<file path="src/rtl/hazard_id_ex_if.sv">
`default_nettype none
// +-----------------------------------------------------------------------------+
// | hazard_id_ex_if : ID-stage inputs, ID/EX register outputs, hazard enables.  |
// | Rev 1.0                                                                     |
// +-----------------------------------------------------------------------------+
interface hazard_id_ex_if #(
  parameter int DW = 32,
  parameter int CW = 32
);
  logic [DW-1:0] inst_ID, rd1_ID, rd2_ID, imm_ID;
  logic          reg_write_ID, mem_read_ID, mem_write_ID, mem_to_reg_ID;
  logic          alu_src_ID, reg_dst_ID;
  logic [1:0]    alu_op_ID;
  logic          ex_flush;
  logic          mem_read_MEM;
  logic [4:0]    write_dst_MEM;

  logic          pc_write, if_id_write;
  logic [4:0]    rs_EX, rt_EX, rd_EX, write_dst_EX;
  logic [DW-1:0] rd1_EX, rd2_EX, imm_EX;
  logic          reg_write_EX, mem_read_EX, mem_write_EX, mem_to_reg_EX;
  logic          alu_src_EX, reg_dst_EX;
  logic [1:0]    alu_op_EX;
  logic [CW-1:0] stall_count;

  modport master (
    output inst_ID, rd1_ID, rd2_ID, imm_ID,
    output reg_write_ID, mem_read_ID, mem_write_ID, mem_to_reg_ID,
    output alu_src_ID, reg_dst_ID, alu_op_ID,
    output ex_flush, mem_read_MEM, write_dst_MEM,
    input  pc_write, if_id_write,
    input  rs_EX, rt_EX, rd_EX, write_dst_EX, rd1_EX, rd2_EX, imm_EX,
    input  reg_write_EX, mem_read_EX, mem_write_EX, mem_to_reg_EX,
    input  alu_src_EX, reg_dst_EX, alu_op_EX, stall_count
  );

  modport slave (
    input  inst_ID, rd1_ID, rd2_ID, imm_ID,
    input  reg_write_ID, mem_read_ID, mem_write_ID, mem_to_reg_ID,
    input  alu_src_ID, reg_dst_ID, alu_op_ID,
    input  ex_flush, mem_read_MEM, write_dst_MEM,
    output pc_write, if_id_write,
    output rs_EX, rt_EX, rd_EX, write_dst_EX, rd1_EX, rd2_EX, imm_EX,
    output reg_write_EX, mem_read_EX, mem_write_EX, mem_to_reg_EX,
    output alu_src_EX, reg_dst_EX, alu_op_EX, stall_count
  );
endinterface
`default_nettype wire

</file>
<file path="src/rtl/hazard_id_ex.sv">
`default_nettype none
// +-----------------------------------------------------------------------------+
// | hazard_id_ex : ID/EX pipeline register with load-use / ID-branch hazards.   |
// | Rev 1.0                                                                     |
// +-----------------------------------------------------------------------------+
module hazard_id_ex #(
  parameter int DW = 32,
  parameter int CW = 32
) (
  input  logic         clk,
  input  logic         reset_n,
  hazard_id_ex_if.slave bus
);

  localparam logic [5:0] c_OP_RTYPE = 6'd0;
  localparam logic [5:0] c_OP_BEQ   = 6'd4;
  localparam logic [5:0] c_OP_BNE   = 6'd5;

  typedef struct packed {
    logic [4:0]    rs, rt, rd, wdst;
    logic [DW-1:0] rd1, rd2, imm;
    logic          reg_write, mem_read, mem_write, mem_to_reg, alu_src, reg_dst;
    logic [1:0]    alu_op;
  } ex_t;

  ex_t           ex_d, ex_q;
  logic [CW-1:0] stall_count_q;

  logic [5:0] w_op;
  logic [4:0] w_rs, w_rt, w_rd;
  logic       w_uses_rs, w_uses_rt, w_is_branch;
  logic       w_h1, w_h2, w_h3, w_hazard;
  logic [10:0] w_unused_inst;

  assign w_op  = bus.inst_ID[31:26];
  assign w_rs  = bus.inst_ID[25:21];
  assign w_rt  = bus.inst_ID[20:16];
  assign w_rd  = bus.inst_ID[15:11];
  assign w_unused_inst = bus.inst_ID[10:0];

  // sw is deliberately absent from uses_rt: its store data is forwarded in MEM.
  always_comb begin
    w_uses_rs = 1'b0;
    w_uses_rt = 1'b0;
    case (w_op)
      6'd0, 6'd4, 6'd5: begin
        w_uses_rs = 1'b1;
        w_uses_rt = 1'b1;
      end
      6'd8, 6'd10, 6'd12, 6'd13, 6'd35, 6'd43: w_uses_rs = 1'b1;
      default: ;
    endcase
  end

  assign w_is_branch = (w_op == c_OP_BEQ) || (w_op == c_OP_BNE);

  assign w_h1 = ex_q.mem_read && (ex_q.wdst != 5'd0) &&
                ((w_uses_rs && (ex_q.wdst == w_rs)) ||
                 (w_uses_rt && (ex_q.wdst == w_rt)));
  assign w_h2 = w_is_branch && ex_q.reg_write && (ex_q.wdst != 5'd0) &&
                ((ex_q.wdst == w_rs) || (ex_q.wdst == w_rt));
  assign w_h3 = w_is_branch && bus.mem_read_MEM && (bus.write_dst_MEM != 5'd0) &&
                ((bus.write_dst_MEM == w_rs) || (bus.write_dst_MEM == w_rt));
  assign w_hazard = w_h1 || w_h2 || w_h3;

  assign bus.pc_write    = !w_hazard;
  assign bus.if_id_write = !w_hazard;

  always_comb begin
    ex_d = '0;
    if (!(w_hazard || bus.ex_flush)) begin
      ex_d.rs         = w_rs;
      ex_d.rt         = w_rt;
      ex_d.rd         = w_rd;
      ex_d.wdst       = bus.reg_dst_ID ? w_rd : w_rt;
      ex_d.rd1        = bus.rd1_ID;
      ex_d.rd2        = bus.rd2_ID;
      ex_d.imm        = bus.imm_ID;
      ex_d.reg_write  = bus.reg_write_ID;
      ex_d.mem_read   = bus.mem_read_ID;
      ex_d.mem_write  = bus.mem_write_ID;
      ex_d.mem_to_reg = bus.mem_to_reg_ID;
      ex_d.alu_src    = bus.alu_src_ID;
      ex_d.reg_dst    = bus.reg_dst_ID;
      ex_d.alu_op     = bus.alu_op_ID;
    end
  end

  always_ff @(posedge clk or negedge reset_n) begin
    if (!reset_n) begin
      ex_q          <= '0;
      stall_count_q <= '0;
    end else begin
      ex_q <= ex_d;
      if (w_hazard)
        stall_count_q <= stall_count_q + CW'(1);
    end
  end

  assign bus.rs_EX         = ex_q.rs;
  assign bus.rt_EX         = ex_q.rt;
  assign bus.rd_EX         = ex_q.rd;
  assign bus.write_dst_EX  = ex_q.wdst;
  assign bus.rd1_EX        = ex_q.rd1;
  assign bus.rd2_EX        = ex_q.rd2;
  assign bus.imm_EX        = ex_q.imm;
  assign bus.reg_write_EX  = ex_q.reg_write;
  assign bus.mem_read_EX   = ex_q.mem_read;
  assign bus.mem_write_EX  = ex_q.mem_write;
  assign bus.mem_to_reg_EX = ex_q.mem_to_reg;
  assign bus.alu_src_EX    = ex_q.alu_src;
  assign bus.reg_dst_EX    = ex_q.reg_dst;
  assign bus.alu_op_EX     = ex_q.alu_op;
  assign bus.stall_count   = stall_count_q;

endmodule
`default_nettype wire

</file>
<file path="src/flat_wrapper.sv">
// flat-port wrapper written by rule: the top's interface ports become plain ports
module hazard_id_ex_flat 
#(
  parameter int DW = 32,
  parameter int CW = 32
)
  (clk, reset_n, bus_inst_ID, bus_rd1_ID, bus_rd2_ID, bus_imm_ID, bus_reg_write_ID, bus_mem_read_ID, bus_mem_write_ID, bus_mem_to_reg_ID, bus_alu_src_ID, bus_reg_dst_ID, bus_alu_op_ID, bus_ex_flush, bus_mem_read_MEM, bus_write_dst_MEM, bus_pc_write, bus_if_id_write, bus_rs_EX, bus_rt_EX, bus_rd_EX, bus_write_dst_EX, bus_rd1_EX, bus_rd2_EX, bus_imm_EX, bus_reg_write_EX, bus_mem_read_EX, bus_mem_write_EX, bus_mem_to_reg_EX, bus_alu_src_EX, bus_reg_dst_EX, bus_alu_op_EX, bus_stall_count);
  hazard_id_ex_if #(.DW(DW), .CW(CW)) bus_i ();
  input  logic clk;
  input  logic reset_n;
  input wire logic [$bits(bus_i.inst_ID)-1:0] bus_inst_ID;
  input wire logic [$bits(bus_i.rd1_ID)-1:0] bus_rd1_ID;
  input wire logic [$bits(bus_i.rd2_ID)-1:0] bus_rd2_ID;
  input wire logic [$bits(bus_i.imm_ID)-1:0] bus_imm_ID;
  input wire logic [$bits(bus_i.reg_write_ID)-1:0] bus_reg_write_ID;
  input wire logic [$bits(bus_i.mem_read_ID)-1:0] bus_mem_read_ID;
  input wire logic [$bits(bus_i.mem_write_ID)-1:0] bus_mem_write_ID;
  input wire logic [$bits(bus_i.mem_to_reg_ID)-1:0] bus_mem_to_reg_ID;
  input wire logic [$bits(bus_i.alu_src_ID)-1:0] bus_alu_src_ID;
  input wire logic [$bits(bus_i.reg_dst_ID)-1:0] bus_reg_dst_ID;
  input wire logic [$bits(bus_i.alu_op_ID)-1:0] bus_alu_op_ID;
  input wire logic [$bits(bus_i.ex_flush)-1:0] bus_ex_flush;
  input wire logic [$bits(bus_i.mem_read_MEM)-1:0] bus_mem_read_MEM;
  input wire logic [$bits(bus_i.write_dst_MEM)-1:0] bus_write_dst_MEM;
  output wire logic [$bits(bus_i.pc_write)-1:0] bus_pc_write;
  output wire logic [$bits(bus_i.if_id_write)-1:0] bus_if_id_write;
  output wire logic [$bits(bus_i.rs_EX)-1:0] bus_rs_EX;
  output wire logic [$bits(bus_i.rt_EX)-1:0] bus_rt_EX;
  output wire logic [$bits(bus_i.rd_EX)-1:0] bus_rd_EX;
  output wire logic [$bits(bus_i.write_dst_EX)-1:0] bus_write_dst_EX;
  output wire logic [$bits(bus_i.rd1_EX)-1:0] bus_rd1_EX;
  output wire logic [$bits(bus_i.rd2_EX)-1:0] bus_rd2_EX;
  output wire logic [$bits(bus_i.imm_EX)-1:0] bus_imm_EX;
  output wire logic [$bits(bus_i.reg_write_EX)-1:0] bus_reg_write_EX;
  output wire logic [$bits(bus_i.mem_read_EX)-1:0] bus_mem_read_EX;
  output wire logic [$bits(bus_i.mem_write_EX)-1:0] bus_mem_write_EX;
  output wire logic [$bits(bus_i.mem_to_reg_EX)-1:0] bus_mem_to_reg_EX;
  output wire logic [$bits(bus_i.alu_src_EX)-1:0] bus_alu_src_EX;
  output wire logic [$bits(bus_i.reg_dst_EX)-1:0] bus_reg_dst_EX;
  output wire logic [$bits(bus_i.alu_op_EX)-1:0] bus_alu_op_EX;
  output wire logic [$bits(bus_i.stall_count)-1:0] bus_stall_count;
  assign bus_i.inst_ID = bus_inst_ID;
  assign bus_i.rd1_ID = bus_rd1_ID;
  assign bus_i.rd2_ID = bus_rd2_ID;
  assign bus_i.imm_ID = bus_imm_ID;
  assign bus_i.reg_write_ID = bus_reg_write_ID;
  assign bus_i.mem_read_ID = bus_mem_read_ID;
  assign bus_i.mem_write_ID = bus_mem_write_ID;
  assign bus_i.mem_to_reg_ID = bus_mem_to_reg_ID;
  assign bus_i.alu_src_ID = bus_alu_src_ID;
  assign bus_i.reg_dst_ID = bus_reg_dst_ID;
  assign bus_i.alu_op_ID = bus_alu_op_ID;
  assign bus_i.ex_flush = bus_ex_flush;
  assign bus_i.mem_read_MEM = bus_mem_read_MEM;
  assign bus_i.write_dst_MEM = bus_write_dst_MEM;
  assign bus_pc_write = bus_i.pc_write;
  assign bus_if_id_write = bus_i.if_id_write;
  assign bus_rs_EX = bus_i.rs_EX;
  assign bus_rt_EX = bus_i.rt_EX;
  assign bus_rd_EX = bus_i.rd_EX;
  assign bus_write_dst_EX = bus_i.write_dst_EX;
  assign bus_rd1_EX = bus_i.rd1_EX;
  assign bus_rd2_EX = bus_i.rd2_EX;
  assign bus_imm_EX = bus_i.imm_EX;
  assign bus_reg_write_EX = bus_i.reg_write_EX;
  assign bus_mem_read_EX = bus_i.mem_read_EX;
  assign bus_mem_write_EX = bus_i.mem_write_EX;
  assign bus_mem_to_reg_EX = bus_i.mem_to_reg_EX;
  assign bus_alu_src_EX = bus_i.alu_src_EX;
  assign bus_reg_dst_EX = bus_i.reg_dst_EX;
  assign bus_alu_op_EX = bus_i.alu_op_EX;
  assign bus_stall_count = bus_i.stall_count;
  hazard_id_ex #(.DW(DW), .CW(CW)) u_core (.clk(clk), .reset_n(reset_n), .bus(bus_i));
endmodule
</file>
<file path="config.mk">
export PLATFORM = sky130hd
export DESIGN_NAME = hazard_id_ex_flat
export DESIGN_NICKNAME = d
export VERILOG_FILES = /design/src/rtl/hazard_id_ex_if.sv /design/src/rtl/hazard_id_ex.sv /design/src/flat_wrapper.sv
export SDC_FILE = /design/constraint.sdc
export NUM_CORES = 1
export LEC_CHECK = 0
export CAP_MARGIN = 25
export CORE_ASPECT_RATIO = 1.5
export CORE_MARGIN = 1
export CORE_UTILIZATION = 43
export DETAILED_ROUTE_END_ITERATION = 8
export GPL_TIMING_DRIVEN = 0
export PLACE_DENSITY = 0.92
export RECOVER_POWER = 50
export SETUP_SLACK_MARGIN = 0.15
export SKIP_CTS_REPAIR_TIMING = 1
export SLEW_MARGIN = 20
export SYNTH_ARGS = -nofsm -noshare
export SYNTH_HDL_FRONTEND = slang
export SYNTH_SLANG_ARGS = --single-unit
</file>
<file path="constraint.sdc">
create_clock -name clk -period 3.64 [get_ports clk]
set_clock_uncertainty 0.05 [all_clocks]
set_input_delay 0.364 -clock clk [delete_from_list [all_inputs] [get_ports clk]]
set_output_delay 0.364 -clock clk [all_outputs]
set_load 0.02 [all_outputs]
</file>
==> results of run 1 <==
## routing by layer
metal / vias to the layer above / routed length [µm] / track usage / share of wire
met1: 2174 / 5560 / 0.243 / 0.34
li1: 2097 / - / - / -
met2: 230 / 9010 / 0.450 / 0.54
met3: 45 / 1350 / 0.0812 / 0.082
met5: - / 0 / 0 / 0
met4: 0 / 624 / 0.123 / 0.038
## sequential cells by signal (all words and copies together), names as in the netlist
signal	count
u_core.bus.alu_op_EX	2
u_core.bus.rd1_EX	32
u_core.bus.mem_read_EX	1
u_core.bus.mem_write_EX	1
u_core.bus.stall_count	32
u_core.bus.rt_EX	5
u_core.bus.reg_write_EX	1
u_core.bus.mem_to_reg_EX	1
u_core.bus.rs_EX	5
u_core.bus.alu_src_EX	1
u_core.bus.write_dst_EX	5
u_core.bus.rd2_EX	32
u_core.bus.rd_EX	5
u_core.bus.reg_dst_EX	1
u_core.bus.imm_EX	32
## critical path: stages
cell	delay, ns
clkdlybuf4s50_1	0.49
xor2_1	0.18
nor3_1	0.22
nand3_1	0.17
nor4_1	0.50
nor4_4	0.13
buf_6	0.18
buf_4	0.13
clkdlybuf4s50_1	0.54
## kinds of logic (layout without fill, tap and decap cells)
group                    count (synthesis)  after routing  synth area share
XOR/XNOR                                51             51            0.0756
flip-flops                             156            156             0.660
AND/OR/NAND/NOR                        216            216             0.217
AO/OA/AOI/OAI                            5              5           0.00529
adder cells (fa/ha/maj)                  1              1           0.00212
buffers and inverters                   21            344            0.0296
multiplexers                             6              6            0.0104
## metrics by stage
stage | setup WS [ns] | cells
final | 0.313 | 941
after global routing | 0.0886 | 941
after floorplan | 1.30 | 456
after detailed placement | -0.128 | 909
after global placement | -3.66 | 908
after CTS | -0.129 | 940
## synth_stat cells
cell type    n  area share
buf_4        3      0.0038
or4_1        2      0.0025
nor4b_1      4      0.0059
buf_6       11       0.021
nand4_1     11       0.012
clkbuf_1     3      0.0019
nor3_1      10      0.0085
xor2_1      29       0.043
nor2_1      13      0.0083
ha_1         1      0.0021
inv_1        1     0.00063
and4_1       2      0.0030
a21oi_1      3      0.0025
mux2i_1      5      0.0085
buf_1        1     0.00063
nand2b_1     2      0.0021
buf_2        2      0.0017
o22a_1       1      0.0015
nand2_1     13      0.0083
o211ai_1     1      0.0013
nand3_1     15       0.013
mux2_2       1      0.0019
and2_1     124        0.13
xnor2_1     22       0.033
and3_1       8      0.0085
dfrtp_1    156        0.66
nor4_1       7      0.0074
or3_1        1      0.0011
nor2_4       1      0.0019
nor3b_1      3      0.0038
## layout make-up
cell class,count,area [µm²],share of cell area
clock inverter,14,138,0.0143
inverter,1,3.75,0.000390
timing repair buffer,292,2920,0.303
sequential,156,3900,0.406
multi-input combinational,279,1850,0.192
tap,162,203,0.0211
buffer,20,178,0.0185
clock buffer,17,425,0.0442
## power groups by stage
stage	clock network [µW]	registers [µW]	logic (µW)
2_1_floorplan	0	1970	107
3_3_place_gp	0	1870	569
3_5_place_dp	0	1870	588
4_1_cts	1720	1840	591
5_1_grt	1790	1840	602
6_report	1690	1840	563
## worst min-delay path by stage
stage	from	endpoint	slack (ns)	cells after the start
after global placement	u_core.bus.stall_count[31]	u_core.bus.stall_count[31]	0.41	1
after detailed placement	reset_n	u_core.bus.rt_EX[3]	0.28	1
after CTS	reset_n	u_core.bus.rt_EX[3]	-0.17	1
after global routing	bus_reg_dst_ID	u_core.bus.reg_dst_EX	0.36	2
after floorplan	reset_n	u_core.bus.alu_op_EX[0]	0.02	0
final	bus_reg_dst_ID	u_core.bus.reg_dst_EX	0.34	2
==> results.toml, run 1 <==
[sta]
drv_slew = 66
relSlewSlack = -0.0128
grt_setup_unrepaired = "no"
finalHoldViolations = 0
finalSetupViolations = 0
worstMarginPinSlew_ns = 1.52
fmax_mhz = 301
period_minus_slack_ns = 3.33
finalCritPeriodShare = 0.914
whs_ns = 0.343
setup_tns_ns = 0

[yosys]
netlist_area_mm2 = 0.00591
yosysSeqAreaShare = 0.660
syn_inst = 456
synth_warnings = 0
synth_fp_nets = 602
synth-seq-cells = 156
synth_cell_types = 30
postSynthAreaPerCell_um2 = 13.0

[die]
dieHeight_um = 146
initial_core_util = 0.439
die_w_um = 97.7
ios = 303
rows = 52
core_mm2 = 0.0135
die_area_mm2 = 0.0142

[layout]
final_area_mm2 = 0.00961
areaGrowthSynthToFinish_pct = 62.6
drive_above_1_share = 0.0668
n_fill_cell = 874
final_common_cell = "clkdlybuf4s50_1"
final_cell_mix = "clkdlybuf4s50_1, dfrtp_1, and2_1"
nNetsFinal = 913
final_core_util = 0.714
num_antenna_cells = 0

[cts]
htree_levels = 4
cts_num_sinks = 156
cts_tree = "built"
path_clk_slew_ns = 0.06
root_buffer = "clkbuf_16"
clock_latency_ns = 0.41
cts_max_path_buffers = 2
cts_buffers = 17

[power]
seq_power_share = 0.449
p_int_uw = 3070
clkPwrFrac = 0.413
combinationalPowerShare = 0.138
swShare = 0.250
finalPower_uw = 4090
power_switching_uw = 1020
ir_worst_vdd_uv = 302
p_leak_uw = 0.00443
powerDensity_mw_per_mm2 = 425

[detailed_routing]
wl_mm = 16.6
drtAntennaViolNets = 0
drc = 26
wire_per_inst_um = 17.6
firstDrtPassIters = 6
drtIter0Drc = 155
viasPerCell = 4.83
num_vias = 4546

[setup_path]
crit_arrival_ns = 2.91
crit_start = "bus_inst_ID[22]"
crit_fanout = 11
r2r-start = "u_core.bus.write_dst_EX[1]"
r2r_cells = 8
r2r_slack_ns = 0.94
end_kind = "output pin"
cp-endpoint = "bus_pc_write"
worstReg2RegEnd = "u_core.bus.stall_count[31]"
critPathLaunchType = "input pin"
cp.required_ns = 3.23
crit_type = "in2out"

[placed_design]
post-dp-hpwl_mm = 12.9
gp_congestion = 0.871
place_area_mm2 = 0.00905
portBuffers = 290

[grt]
grt_max_degree = 93
grt-ovfl-total = 0
grt.total_usage = 0.245
grt_pass1_wl_mm = 26.6
grt_antenna_before_repair = 0
grt_pass1_vias = 5100

[status]
violations = "DRC, capacitance limit, slew limit"
status = "complete, but fails checks"

[min_path]
hold_path_class = "in2reg"

[flow_run]
cap_violations = 1
(Power assumes the default switching activity.)
==> inputs of run 2 (changes only) <==
CORE_UTILIZATION = 40   (was 43)
PLACE_DENSITY = 0.87   (was 0.92)
clock period = 3.7 ns   (was 3.64 ns; I/O delays follow)
==> results.toml, run 2 (synthesis gave the netlist of run 1 again) <==
[status]
status = "complete, but fails checks"
violations = "capacitance limit, slew limit"

[cts]
path_clk_slew_ns = 0.06
cts_num_sinks = 156
root_buffer = "clkbuf_16"
cts_max_path_buffers = 2
cts_buffers = 17
cts_tree = "built"
clock_latency_ns = 0.41
htree_levels = 4

[placed_design]
dp_slack_ns = -0.141
portBuffers = 290
post-dp-hpwl_mm = 13.1
gp_congestion = 0.871

[sta]
period_minus_slack_ns = 3.46
finalHoldViolations = 0
fmax_mhz = 289
finalSetupViolations = 0
worstMarginPinSlew_ns = 1.81
setup_tns_ns = 0
relSlewSlack = -0.209
drv_slew = 72
grt_setup_unrepaired = "no"
timing.final.ws_setup_ns = 0.238
finalCritPeriodShare = 0.936

[layout]
regArea_mm2 = 0.00390
n_fill_cell = 1074
final_common_cell = "clkdlybuf4s50_1"
nNetsFinal = 913
multi_input_area_mm2 = 0.00184
final_cell_mix = "clkdlybuf4s50_1, dfrtp_1, and2_1"
areaGrowthSynthToFinish_pct = 64.5
num_antenna_cells = 0
final_core_util = 0.673
drive_above_1_share = 0.0679

[grt]
grt_pass1_wl_mm = 25.5
grt_antenna_before_repair = 0
grt-ovfl-total = 0
grt.total_usage = 0.226
grt_pass1_vias = 5017
grt_max_degree = 86

[power]
combinationalPowerShare = 0.133
seq_power_share = 0.431
ir_worst_vdd_uv = 328
finalPower_uw = 4200
swShare = 0.244
clkPwrFrac = 0.436
powerDensity_mw_per_mm2 = 431
p_leak_uw = 0.00447
p_int_uw = 3170
power_switching_uw = 1020

[die]
die_w_um = 101
dieHeight_um = 151
initial_core_util = 0.409
die_area_mm2 = 0.0153
ios = 303
core_mm2 = 0.0145
rows = 54

[setup_path]
critPathLaunchType = "input pin"
crit_fanout = 11
crit_arrival_ns = 3.04
cp.required_ns = 3.28
end_kind = "output pin"
crit_type = "in2out"

[detailed_routing]
wire_per_inst_um = 17.3
num_vias = 4576
firstDrtPassIters = 6
drtIter0Drc = 163
drc = 0
viasPerCell = 4.69
drtAntennaViolNets = 0
wl_mm = 16.9

[flow_run]
cap_violations = 1

[min_path]
hold_path_class = "in2reg"
==> run 2: final cells by class <==
type                       instances  area share
inverter                           1    0.000386
multi-input combinational        279       0.189
timing repair buffer             292       0.302
tap                              196      0.0252
sequential                       156       0.401
clock buffer                      17      0.0437
buffer                            20      0.0179
clock inverter                    15      0.0206
==> run 2: power by group through the flow <==
stage                     Combinational [µW]  Sequential, µW  Clock [µW]
after floorplan                          105            1940           0
after global placement                   561            1840           0
after detailed placement                 579            1840           0
after CTS                                582            1810        1870
after global routing                     596            1810        1940
final                                    558            1810        1830
==> run 2: worst paths after layout <==
check | depth (start not counted) | slack, ns | endpoint | start
hold / removal | 2 | 0.34 | u_core.bus.reg_dst_EX | bus_reg_dst_ID
setup / recovery | 8 | 0.24 | bus_pc_write | bus_write_dst_MEM[0]
max in group asynchronous | 3 | 1.47 | u_core.bus.rd2_EX[2] | reset_n
min in group asynchronous | 2 | 0.95 | u_core.bus.rd_EX[4] | reset_n
hold reg to reg | 1 | 0.42 | u_core.bus.stall_count[31] | u_core.bus.stall_count[31]
setup reg to reg | 9 | 1.10 | u_core.bus.stall_count[23] | u_core.bus.write_dst_EX[0]
==> run 2: metrics by stage <==
stage | instances | hold slack, ns | cell area (µm²)
detailed placement | 943 | 0.314 | 9090
floorplan | 456 | 0.0244 | 5910
global placement | 942 | 0.410 | 9060
global route | 976 | 0.352 | 9730
finish | 976 | 0.337 | 9730
CTS | 975 | -0.140 | 9720
==> run 2: critical path, cell delays in order <==
cell and delay, ns:
clkdlybuf4s50_1 0.48, or4_1 0.55, o211ai_1 0.21, a21oi_1 0.12, nor4_2 0.32, buf_4 0.28
buf_4 0.13, clkdlybuf4s50_1 0.59
==> run 2: routing by layer <==
metal  track usage  wire length [µm]  up-vias
li1              -                 -     2096
met5             0                 0        -
met2         0.402              9030      232
met4         0.137               789        0
met1         0.222              5640     2193
met3        0.0798              1410       55
==> inputs of run 3 (changes only) <==
SKIP_LAST_GASP = 1   (was default)
==> results of run 3 <==
No change in the layout: final DEF, timing and power equal those of run 2.
